## src/rtl/tdm_pkg.sv

```systemverilog
// Shared constants and state type for the 16-channel TDM link (rx demux and tx select generator).
// Latency: n/a (types and constants only).
// Backpressure: n/a.
package tdm_pkg;

  localparam int TDM_N_CH  = 16;
  localparam int TDM_CNT_W = 4;

  typedef enum logic {
    HUNT = 1'b0,
    LOCK = 1'b1
  } tdm_state_e;

endpackage

```

## src/rtl/tdm_demux_16_if.sv

```systemverilog
// Serial-in / parallel-out bundle between a TDM line driver and the demux.
// Latency: n/a (wiring only).
// Backpressure: none; en is a slot strobe, a low en stalls the receiver.
interface tdm_demux_16_if
  import tdm_pkg::*;
#(
  parameter int N_CH  = TDM_N_CH,
  parameter int CNT_W = $clog2(N_CH)
) ();

  logic             en;
  logic             din;
  logic             fsync;
  logic [N_CH-1:0]  dout;
  logic             frame_valid;
  logic [CNT_W-1:0] slot;
  logic             locked;
  logic             sync_err;

  modport master (
    output en, din, fsync,
    input  dout, frame_valid, slot, locked, sync_err
  );

  modport slave (
    input  en, din, fsync,
    output dout, frame_valid, slot, locked, sync_err
  );

endinterface

```

## src/rtl/tdm_slot_counter.sv

```systemverilog
// Slot index counter: clear, load-to-1 and increment, wraps naturally at 2**CNT_W.
// Latency: 1 cycle, registered output.
// Backpressure: holds its value whenever no control input is asserted.
module tdm_slot_counter
  import tdm_pkg::*;
#(
  parameter int CNT_W = TDM_CNT_W
) (
  input  logic             clk,
  input  logic             rst_n,
  input  logic             inc,
  input  logic             load1,
  input  logic             clr,
  output logic [CNT_W-1:0] cnt
);

  // Clear beats load-to-1, which beats increment.
  always_ff @(posedge clk or negedge rst_n) begin
    if (!rst_n) begin
      cnt <= '0;
    end else if (clr) begin
      cnt <= '0;
    end else if (load1) begin
      cnt <= CNT_W'(1);
    end else if (inc) begin
      cnt <= cnt + 1'b1;
    end
  end

endmodule

```

## src/rtl/tdm_demux_16.sv

```systemverilog
// Serial TDM receiver: locks to fsync, deserialises N_CH slots, emits one parallel word per frame.
// Latency: dout/frame_valid visible the cycle after the slot N_CH-1 edge (N_CH cycles plus stalls from slot 0).
// Backpressure: en=0 freezes state, counter and shadow; pulses are low on stalled cycles.
module tdm_demux_16
  import tdm_pkg::*;
#(
  parameter int N_CH  = TDM_N_CH,
  parameter int CNT_W = $clog2(N_CH)
) (
  input  logic            clk,
  input  logic            rst_n,
  tdm_demux_16_if.slave   bus
);

  tdm_state_e       state_q, state_d;
  logic [CNT_W-1:0] slot;
  logic             cnt_inc, cnt_load1, cnt_clr;
  logic             sh_wr;
  logic [CNT_W-1:0] sh_idx;
  logic             frame_done;
  logic             err;

  // Slot N_CH-1 goes straight from din into dout, so the shadow only needs N_CH-1 bits.
  logic [N_CH-2:0]  shadow_q;
  logic [N_CH-1:0]  dout_q;
  logic             frame_valid_q;
  logic             sync_err_q;

  tdm_slot_counter #(.CNT_W(CNT_W)) u_slot_cnt (
    .clk   (clk),
    .rst_n (rst_n),
    .inc   (cnt_inc),
    .load1 (cnt_load1),
    .clr   (cnt_clr),
    .cnt   (slot)
  );

  // FSM state register.
  always_ff @(posedge clk or negedge rst_n) begin
    if (!rst_n) begin
      state_q <= HUNT;
    end else begin
      state_q <= state_d;
    end
  end

  // Next state plus counter/shadow/output control, evaluated only on slot strobes.
  always_comb begin
    state_d    = state_q;
    cnt_inc    = 1'b0;
    cnt_load1  = 1'b0;
    cnt_clr    = 1'b0;
    sh_wr      = 1'b0;
    sh_idx     = slot;
    frame_done = 1'b0;
    err        = 1'b0;
    if (bus.en) begin
      case (state_q)
        HUNT: begin
          if (bus.fsync) begin
            sh_wr     = 1'b1;
            sh_idx    = '0;
            cnt_load1 = 1'b1;
            state_d   = LOCK;
          end
        end
        LOCK: begin
          if (bus.fsync) begin
            // Frame start; an fsync anywhere but slot 0 abandons the partial frame.
            sh_wr     = 1'b1;
            sh_idx    = '0;
            cnt_load1 = 1'b1;
            err       = (slot != '0);
          end else if (slot == '0) begin
            // Expected fsync never came: drop the bit and re-acquire.
            err     = 1'b1;
            cnt_clr = 1'b1;
            state_d = HUNT;
          end else begin
            cnt_inc    = 1'b1;
            frame_done = (slot == CNT_W'(N_CH - 1));
            sh_wr      = !frame_done;
          end
        end
        default: state_d = HUNT;
      endcase
    end
  end

  // Shadow capture, frame output register and one-cycle status pulses.
  always_ff @(posedge clk or negedge rst_n) begin
    if (!rst_n) begin
      shadow_q      <= '0;
      dout_q        <= '0;
      frame_valid_q <= 1'b0;
      sync_err_q    <= 1'b0;
    end else begin
      frame_valid_q <= frame_done;
      sync_err_q    <= err;
      if (sh_wr) begin
        shadow_q[sh_idx] <= bus.din;
      end
      if (frame_done) begin
        dout_q <= {bus.din, shadow_q};
      end
    end
  end

  assign bus.dout        = dout_q;
  assign bus.frame_valid = frame_valid_q;
  assign bus.slot        = slot;
  assign bus.locked      = (state_q == LOCK);
  assign bus.sync_err    = sync_err_q;

endmodule

```

## src/flat_wrapper.sv

```systemverilog
// flat-port wrapper written by rule: the top's interface ports become plain ports
module tdm_demux_16_flat import tdm_pkg::*;
#(
  parameter int N_CH  = TDM_N_CH,
  parameter int CNT_W = $clog2(N_CH)
)
  (clk, rst_n, bus_en, bus_din, bus_fsync, bus_dout, bus_frame_valid, bus_slot, bus_locked, bus_sync_err);
  tdm_demux_16_if #(.N_CH(N_CH), .CNT_W(CNT_W)) bus_i ();
  input  logic clk;
  input  logic rst_n;
  input wire logic [$bits(bus_i.en)-1:0] bus_en;
  input wire logic [$bits(bus_i.din)-1:0] bus_din;
  input wire logic [$bits(bus_i.fsync)-1:0] bus_fsync;
  output wire logic [$bits(bus_i.dout)-1:0] bus_dout;
  output wire logic [$bits(bus_i.frame_valid)-1:0] bus_frame_valid;
  output wire logic [$bits(bus_i.slot)-1:0] bus_slot;
  output wire logic [$bits(bus_i.locked)-1:0] bus_locked;
  output wire logic [$bits(bus_i.sync_err)-1:0] bus_sync_err;
  assign bus_i.en = bus_en;
  assign bus_i.din = bus_din;
  assign bus_i.fsync = bus_fsync;
  assign bus_dout = bus_i.dout;
  assign bus_frame_valid = bus_i.frame_valid;
  assign bus_slot = bus_i.slot;
  assign bus_locked = bus_i.locked;
  assign bus_sync_err = bus_i.sync_err;
  tdm_demux_16 #(.N_CH(N_CH), .CNT_W(CNT_W)) u_core (.clk(clk), .rst_n(rst_n), .bus(bus_i));
endmodule
```

## config.mk

```make
export PLATFORM = sky130hd
export DESIGN_NAME = tdm_demux_16_flat
export DESIGN_NICKNAME = d
export VERILOG_FILES = /design/src/rtl/tdm_pkg.sv /design/src/rtl/tdm_demux_16_if.sv /design/src/rtl/tdm_slot_counter.sv /design/src/rtl/tdm_demux_16.sv /design/src/flat_wrapper.sv
export SDC_FILE = /design/constraint.sdc
export NUM_CORES = 1
export LEC_CHECK = 0
export ABC_CLOCK_PERIOD_IN_PS = 2500
export BUFFER_PORTS_ARGS = -buffer_cell sky130_fd_sc_hd__buf_2
export CORE_MARGIN = 1
export CORE_UTILIZATION = 50
export CTS_CLUSTER_SIZE = 20
export DETAILED_ROUTE_END_ITERATION = 16
export GPL_ROUTABILITY_DRIVEN = 1
export GPL_TIMING_DRIVEN = 1
export PLACE_DENSITY = 0.76
export SYNTH_ARGS = -nofsm -noshare
export SYNTH_HDL_FRONTEND = slang
export SYNTH_HIERARCHICAL = 1
export SYNTH_SLANG_ARGS = --single-unit
export TNS_END_PERCENT = 100
```

## constraint.sdc

```tcl
create_clock -name clk -period 2.5 [get_ports clk]
set_input_delay 0 -clock clk [delete_from_list [all_inputs] [get_ports clk]]
set_output_delay 0 -clock clk [all_outputs]
set_load 0.03 [all_outputs]
```

Word level (Yosys, flattened, before mapping)

Index checks and enable logic that the tools add are counted.

Bits in registers: 38
Input bits: 5
Output and inout port bits: 23
Word-level logic and storage cells: 47

Add/sub/neg operators: 1
Magnitude comparators: 2
Equality and inequality tests: 1
Multiplexer cells: 31
Bitwise logic cells: 1
Reductions and logical operators: 5

Operators with widths:

| cell                | number |
|---|---|
| $mux 1              | 22 |
| $mux 4              | 5 |
| $bwmux 15           | 1 |
| $lt 4x5->1 const B  | 1 |
| $add 4x1->4 const B | 1 |
| $demux 1 s4         | 1 |
| $eq 4x4->1 const B  | 1 |
| $ge 4x1->1 const B  | 1 |
| $logic_not 4->1     | 1 |
| $pmux 1 s2          | 2 |
| $reduce_bool 4->1   | 1 |
| $reduce_bool 3->1   | 1 |
| $logic_and 1x1->1   | 1 |
| $logic_not 1->1     | 1 |
| $not 1->1           | 1 |

Depth between registers and ports, before layout

Gate-level depths: netlist of the first run.

Depth in word-level cells: 8
Gate-level depth with buffers: 6
Depth with buffers taken out: 6

By module

Netlist of the first run, hierarchy kept.

By module, submodules not included:

| module           | times used | cells each | area each (um^2) | seq. area each (um^2) |
|---|---|---|---|---|
| tdm_demux_16     | 1          | 105        | 1521.5           | 850.8 |
| tdm_slot_counter | 1          | 17         | 200.2            | 100.1 |

Worst setup path before layout of the first run

No wires, ideal clock.

Kind: reg-to-reg
From: register u_core.u_slot_cnt.cnt[3]
To: register u_core.u_slot_cnt.cnt[3]
Library setup time: 0.128 ns
Data arrival time: 2.096 ns
Data required time: 2.372 ns
Slack: 0.276 ns
Stages on the path, launching flop included: 6
Buffers on the path: 0
Clock period less this slack: 2.224 ns
Cells stage by stage: dfrtp_1 -> or4_2 -> ha_1 -> and3_1 -> nand4_1 -> mux2_1

Cells in the longest elaborated chain, start to end: 6
Elaborated cells between the ends (all ways): 14
Classes of those cells: 1 x add/sub; 11 x mux; 2 x reduce/logical

Ends and longest elaborated chain:

| element                            | RTL line               | RTL |
|---|---|---|
| start: declaration                 | tdm_slot_counter.sv:14 | `output logic [CNT_W-1:0] cnt` |
| start signal: assignment           | tdm_slot_counter.sv:26 | `cnt <= cnt + 1'b1;` |
| $logic_not 4->1                    | tdm_demux_16.sv:74     | `end else if (slot == '0) begin` |
| $mux 1                             | tdm_demux_16.sv:74     |  |
| $mux 1                             | tdm_demux_16.sv:68     | `if (bus.fsync) begin` |
| $mux 1                             | tdm_demux_16.sv:58     | `case (state_q)` |
| $mux 1                             | tdm_demux_16.sv:57     | `if (bus.en) begin` |
| via u_core.cnt_inc                 | tdm_demux_16.sv:17     | `logic cnt_inc, cnt_load1, cnt_clr;` |
| $reduce_bool 3->1 (no source line) | n/a                    |  |

The timed path passes the listed nets, and every way through them passes these cells. The select of a mux whose other input is x is not followed.
A chain may end at the register's enable or synchronous reset.

Worst setup path after layout of the first run

Ends and elaborated chain as after synthesis.

==> results of run 1 <==
-- worst max-delay path by stage --
stage,slack [ns],from,endpoint
2_1_floorplan,0.28,u_core/u_slot_cnt/cnt[3],u_core/u_slot_cnt/cnt[3]
3_3_place_gp,0.38,u_core/u_slot_cnt/cnt[3],u_core/u_slot_cnt/cnt[3]
3_5_place_dp,0.28,u_core/u_slot_cnt/cnt[3],u_core/u_slot_cnt/cnt[3]
4_1_cts,0.25,u_core/u_slot_cnt/cnt[3],u_core/u_slot_cnt/cnt[3]
5_1_grt,0.18,u_core/u_slot_cnt/cnt[3],u_core/u_slot_cnt/cnt[3]
6_report,0.24,u_core/u_slot_cnt/cnt[3],u_core/u_slot_cnt/cnt[3]
-- flip-flops by register name, summed over array words and instances, names as in the netlist --
| register | flops |
|---|---|
| u_core/bus.sync_err | 1 |
| u_core/bus.locked | 1 |
| u_core/bus.dout | 16 |
| u_core/bus.frame_valid | 1 |
| u_core/shadow_q | 15 |
| u_core/u_slot_cnt/cnt | 4 |
-- through the flow --
step	worst slack (ns)	instances
after floorplan	0.276	122
after global placement	0.383	191
after detailed placement	0.278	191
after CTS	0.254	199
after global routing	0.182	199
final	0.237	199
-- repair_timing --
action                    CTS  global route
hold buffers                1             0
setup buffers               0             0
hold endpoints to repair   38             0
-- logic make-up after synthesis --
group           Yosys count  synth area share [%]
flops                    38                  55.2
buf+inv                   8                  2.98
mux                      33                  23.5
compound gates            4                  1.74
simple gates             35                  13.9
fa+ha+maj                 3                  2.18
xor+xnor                  1                 0.509
-- where the power goes --
group	internal (mW)	switching (mW)
clock network	0.106	0.174
registers	0.687	0.0741
logic	0.136	0.203
total	0.929	0.451
-- final cells by class --
class | instances | area, um2
fill | 267 | 1210
sequential | 38 | 951
multi-input combinational | 76 | 719
timing repair buffer | 30 | 160
tap | 44 | 55.1
clock buffer | 7 | 45.0
inverter | 4 | 15.0
-- routing by layer --
metal / vias up / wire [um] / part of all wire [%]
met5: - / 0 / 0
met3: 5 / 116 / 3.9
met4: 0 / 35 / 1.2
met2: 20 / 1540 / 51
li1: 509 / - / -
met1: 534 / 1320 / 44
-- Yosys cell counts, types with 2 or more instances --
library cell	count
nor2_1	2
nand3_1	4
mux2_2	22
ha_1	3
inv_1	4
mux2_4	9
nor3_1	3
and4b_2	2
dfrtp_1	38
nand3b_1	3
nand4_1	5
a211oi_1	2
nor3b_1	2
nand2_1	5
nor2b_1	2
and3_1	3
-- critical path, stage by stage, from the launching register on --
cell and delay, ns:
dfrtp_1 0.48, or4_2 0.71, ha_1 0.20, and3_1 0.25, nand4_1 0.16, mux2_1 0.35
==> flow_summary_export.csv, run 1 <==
group,metric,value,unit
timing,finClkSkew,0.00691,ns
setup_path,critPathKind,"register to register",
layout,drive_above_1_share,46.5,%
synth,yosysWarnings,6,
setup_path,crit_path_end_kind,"register",
global_route,grtUsageMet1,22.2,%
global_route,grt_max_degree,39,
global_route,grt_usage,19.3,%
layout,syn_to_final_growth,13.0,%
floorplan,die_h,60.7,um
layout,final_common_cell,"dfrtp_1",
synth,syn-cell-area,1720,um2
timing,max-slew-margin-rel,46.6,%
clocking,cts_tree,"built",
setup_path,cp_data_required_time,2.72,ns
route,drc,0,
global_route,antenna_found_initial,0,
place,dpl_cell_area,1890,um2
synth,syn_inst,122,
timing,clock.fmax,442,MHz
clocking,htreeDepth,2,
timing,worst_hold_slack,0.0334,ns
setup_path,timing.rr.start,"u_core/u_slot_cnt/cnt[3]",
hold_path,hold_end,"u_core/bus.sync_err",
setup_path,crit_fanout,8,
global_route,grt_overflow_total,0,
place,place_hpwl,2220,um
outcome,status,"finished, final reports clean",
synth,async_flop_share,100,%
layout,fin_nets,163,
clocking,cts_resized,0,
layout,layout_common_cells,"38 x dfrtp_1, 27 x buf_2, 22 x mux2_2",
clocking,clk_pin_slew,0.10,ns
hold_path,hp-class,"input pin to register",
synth,ys_seq_elements,38,
synth,avgSynthCellArea,14.1,um2
route,via_per_inst,5.37,
clocking,ctsLongestPathBuffers,2,
synth,synth_cell_type_count,29,
clocking,numCtsBuffers,5,
hold_path,whs_path_depth,2,
route,drt_first_pass_iters,4,
job,maxCapViolations,0,
layout,stdcell_area,1950,um2
setup_path,ff2ff_setup_slack,0.24,ns
global_route,grt.busiest_layer,"met2",
floorplan,rows,20,
global_route,grt_pass1_wl,4960,um
power_and_ir_drop,power,1.38,mW
synth,yosys.area.top_type,"dfrtp_1",
setup_path,worstPathArrival,2.48,ns
power_and_ir_drop,vdd_drop_max,0.427,mV
timing,final_max_slew_viol_count,0,
global_route,met3_usage,7.68,%
synth,ys_seq_area_share,55.2,%
floorplan,die_area,3680,um2
floorplan,start_util,54.6,%
route,num_vias,1068,
timing,fin_crit_sh,90.5,%
setup_path,rr_endpoint,"u_core/u_slot_cnt/cnt[3]",
power_and_ir_drop,power.leakage,1.01,nW
timing,hold_viol,0,
synth,synth_nets,130,
clocking,clkSinkCount,38,
timing,setup-tns-final,0,ns
global_route,met2_usage,33.3,%
route,wl_per_cell,15.1,um
layout,diodes,0,
setup_path,start_kind,"register",
timing,fin_crit,2.26,ns
synth,synth_edf_count,0,
route,routed_wl,3010,um
synth,synth_top_area_share,55.2,%
synth,ys_top_cells_by_area,"dfrtp_1 55%, mux2_2 14%, mux2_4 7.8%, ha_1 2.2%, nand4_1 1.8%",
synth,synth_ff_type,"dfrtp_1",
power_and_ir_drop,power_density,709,nW/um2
timing,worst_pin_slew,0.801,ns
clocking,cts_root_buffer,"clkbuf_4",
floorplan,core,3150,um2
hold_path,min_from,"bus_en",
global_route,first_global_vias,1075,
route,final_antenna_net_count,0,
clocking,clkLatencyLatePin,0.34,ns
timing,finalSetupViolCount,0,
place,io_buffer_count,27,
route,first_iter_violations,38,
floorplan,boundaryPins,28,
place,gp_congestion,0.742,
timing,rsz0062_at_grt,"no",
layout,final_util,61.7,%
setup_path,reg2reg_depth,5,
floorplan,die_w,60.7,um
No activity file was read; power rests on OpenSTA's default activity.
==> inputs of run 2 (changes only) <==
--- a/config.mk
+++ b/config.mk
@@ -6,7 +6,7 @@
 export NUM_CORES = 1
 export LEC_CHECK = 0
 export ABC_CLOCK_PERIOD_IN_PS = 2500
-export BUFFER_PORTS_ARGS = -buffer_cell sky130_fd_sc_hd__buf_2
+export BUFFER_PORTS_ARGS = -buffer_cell sky130_fd_sc_hd__buf_4
 export CORE_MARGIN = 1
 export CORE_UTILIZATION = 50
 export CTS_CLUSTER_SIZE = 20
==> run 2 against run 1 <==
Die area did not move. Sequential cell count unchanged. Clock-buffer cell count stayed put. Sequential power about the same. Total power grew 4.6%. Clock skew rose by 0.0053 ns. Cell area is 4.8% higher. First-iteration DRC count decreased by 55%. Routed wire length grew 2.8%. Sequential share of layout area shrank 2.2 points. Clock power increased by 16%. Critical path type unchanged. Critical endpoint unchanged.
==> flow_summary_export.csv, run 2 (synthesis results as in run 1) <==
group,metric,value,unit
route,routed_wl,3090,um
setup_path,crit_path_end_kind,"register",
power_and_ir_drop,combPwrFrac,24.8,%
floorplan,boundaryPins,28,
route,wl_per_cell,15.4,um
clocking,clkLatencyLatePin,0.35,ns
timing,setup-tns-final,0,ns
timing,finClkSkew,0.0122,ns
clocking,cts_resized,0,
clocking,holdBufCountCts,2,
floorplan,core,3150,um2
route,first_iter_violations,17,
global_route,grt_overflow_total,0,
setup_path,cp_data_required_time,2.72,ns
timing,final_max_slew_viol_count,0,
timing,rsz0062_at_grt,"no",
power_and_ir_drop,vdd_drop_max,0.482,mV
clocking,cts_root_buffer,"clkbuf_4",
route,num_vias,1073,
floorplan,start_util,54.6,%
layout,fin_nets,164,
global_route,grt_pass1_wl,5130,um
timing,max-slew-margin-rel,68.9,%
place,gp_congestion,0.775,
global_route,grt_max_degree,39,
clocking,cts_tree,"built",
global_route,first_global_vias,1087,
route,via_per_inst,5.34,
floorplan,rows,20,
clocking,clkSinkCount,38,
layout,layout_common_cells,"38 x dfrtp_1, 29 x buf_4, 22 x mux2_2",
outcome,status,"finished, final reports clean",
job,maxCapViolations,0,
layout,largest_reg_flops,16,
layout,syn_to_final_growth,18.4,%
setup_path,slowest_delay,0.70,ns
clocking,clk_pin_slew,0.11,ns
clocking,htreeDepth,2,
setup_path,slowest_stage,"or4_2",
layout,drive_above_1_share,47.1,%
setup_path,cp_num_cells,5,
floorplan,die_h,60.7,um
setup_path,worstPathBufferInverterCount,0,
route,drt_first_pass_iters,4,
timing,clock.fmax,444,MHz
power_and_ir_drop,seqPwrFrac,52.8,%
layout,diodes,0,
timing,fin_crit_sh,90.0,%
floorplan,die_w,60.7,um
power_and_ir_drop,power.leakage,1.03,nW
clocking,numCtsBuffers,5,
power_and_ir_drop,switchingPower,0.467,mW
timing,hold_viol,0,
power_and_ir_drop,power,1.44,mW
timing,fin_crit,2.25,ns
route,drc,0,
timing,finalSetupViolCount,0,
place,io_buffer_count,27,
setup_path,worstPathArrival,2.48,ns
setup_path,crit_fanout,9,
floorplan,die_area,3680,um2
layout,final_common_cell,"dfrtp_1",
global_route,antenna_found_initial,0,
power_and_ir_drop,power.internal,0.977,mW
timing,worst_hold_slack,0.00622,ns
timing,setup_ws,0.249,ns
power_and_ir_drop,power_density,709,nW/um2
setup_path,reg2reg_depth,5,
setup_path,path_cells,"or4_2 -> ha_1 -> and3_1 -> nand4_1 -> mux2_1",
place,place_hpwl,2250,um
place,dpl_worst_slack,0.286,ns
hold_path,whs_path_depth,2,
hold_path,hp-class,"input pin to register",
power_and_ir_drop,netSwitchingFraction,32.3,%
clocking,ctsLongestPathBuffers,2,
setup_path,crit_family,"simple AND/OR/NAND/NOR gates",
route,final_antenna_net_count,0,
setup_path,critPathKind,"register to register",
power_and_ir_drop,clkPwrFrac,22.4,%
clocking,cts_setup_buffers,0,
timing,worst_pin_slew,0.466,ns
global_route,grt_usage,20.0,%
setup_path,start_kind,"register",
==> run 2: final cells by class <==
| cell class | instances | area, um2 |
|---|---|---|
| Fill cell | 253 | 1110 |
| Sequential cell | 38 | 951 |
| Multi-Input combinational cell | 76 | 719 |
| Timing Repair Buffer | 31 | 238 |
| Clock buffer | 7 | 55.1 |
| Tap cell | 44 | 55.1 |
| Inverter | 4 | 15.0 |
| Clock inverter | 1 | 5.00 |
==> run 2: routing by layer <==
| layer | track usage (%) | wire length (um) | vias up |
|---|---|---|---|
| met3 | 6.40 | 126 | 6 |
| met5 | 0 | 0 | - |
| met1 | 23.4 | 1330 | 529 |
| met4 | 8.77 | 56 | 0 |
| li1 | - | - | 512 |
| met2 | 33.8 | 1580 | 26 |
==> run 2: power groups by stage <==
stage	registers, mW	logic, mW	clock network [mW]
after floorplan	0.812	0.188	0
after global placement	0.765	0.342	0
after detailed placement	0.773	0.355	0
after global routing	0.772	0.388	0.367
after CTS	0.761	0.360	0.335
final	0.763	0.358	0.324
==> run 2: worst register-to-register path: stages (launching register included) <==
cell and delay, ns:
dfrtp_1 0.49, or4_2 0.70, ha_1 0.20, and3_1 0.25
nand4_1 0.14, mux2_1 0.35
==> run 2: path summary, 6_finish.rpt <==
path,to,slack [ns],startpoint
max in group asynchronous,u_core/shadow_q[1],2.03,rst_n
hold / removal,u_core/shadow_q[7],0.006,bus_din
hold reg to reg,u_core/shadow_q[1],0.51,u_core/shadow_q[1]
min in group asynchronous,u_core/bus.locked,0.13,rst_n
setup / recovery,u_core/u_slot_cnt/cnt[3],0.25,u_core/u_slot_cnt/cnt[2]
setup reg to reg,u_core/u_slot_cnt/cnt[3],0.25,u_core/u_slot_cnt/cnt[2]
==> run 2: through the flow <==
| stage | cells | util, % | area [um2] |
|---|---|---|---|
| after floorplan | 122 | - | 1720 |
| after global placement | 191 | 62.1 | 1960 |
| after detailed placement | 191 | 62.1 | 1960 |
| after CTS | 201 | 64.6 | 2040 |
| after global routing | 201 | 64.6 | 2040 |
| final | 201 | 64.6 | 2040 |
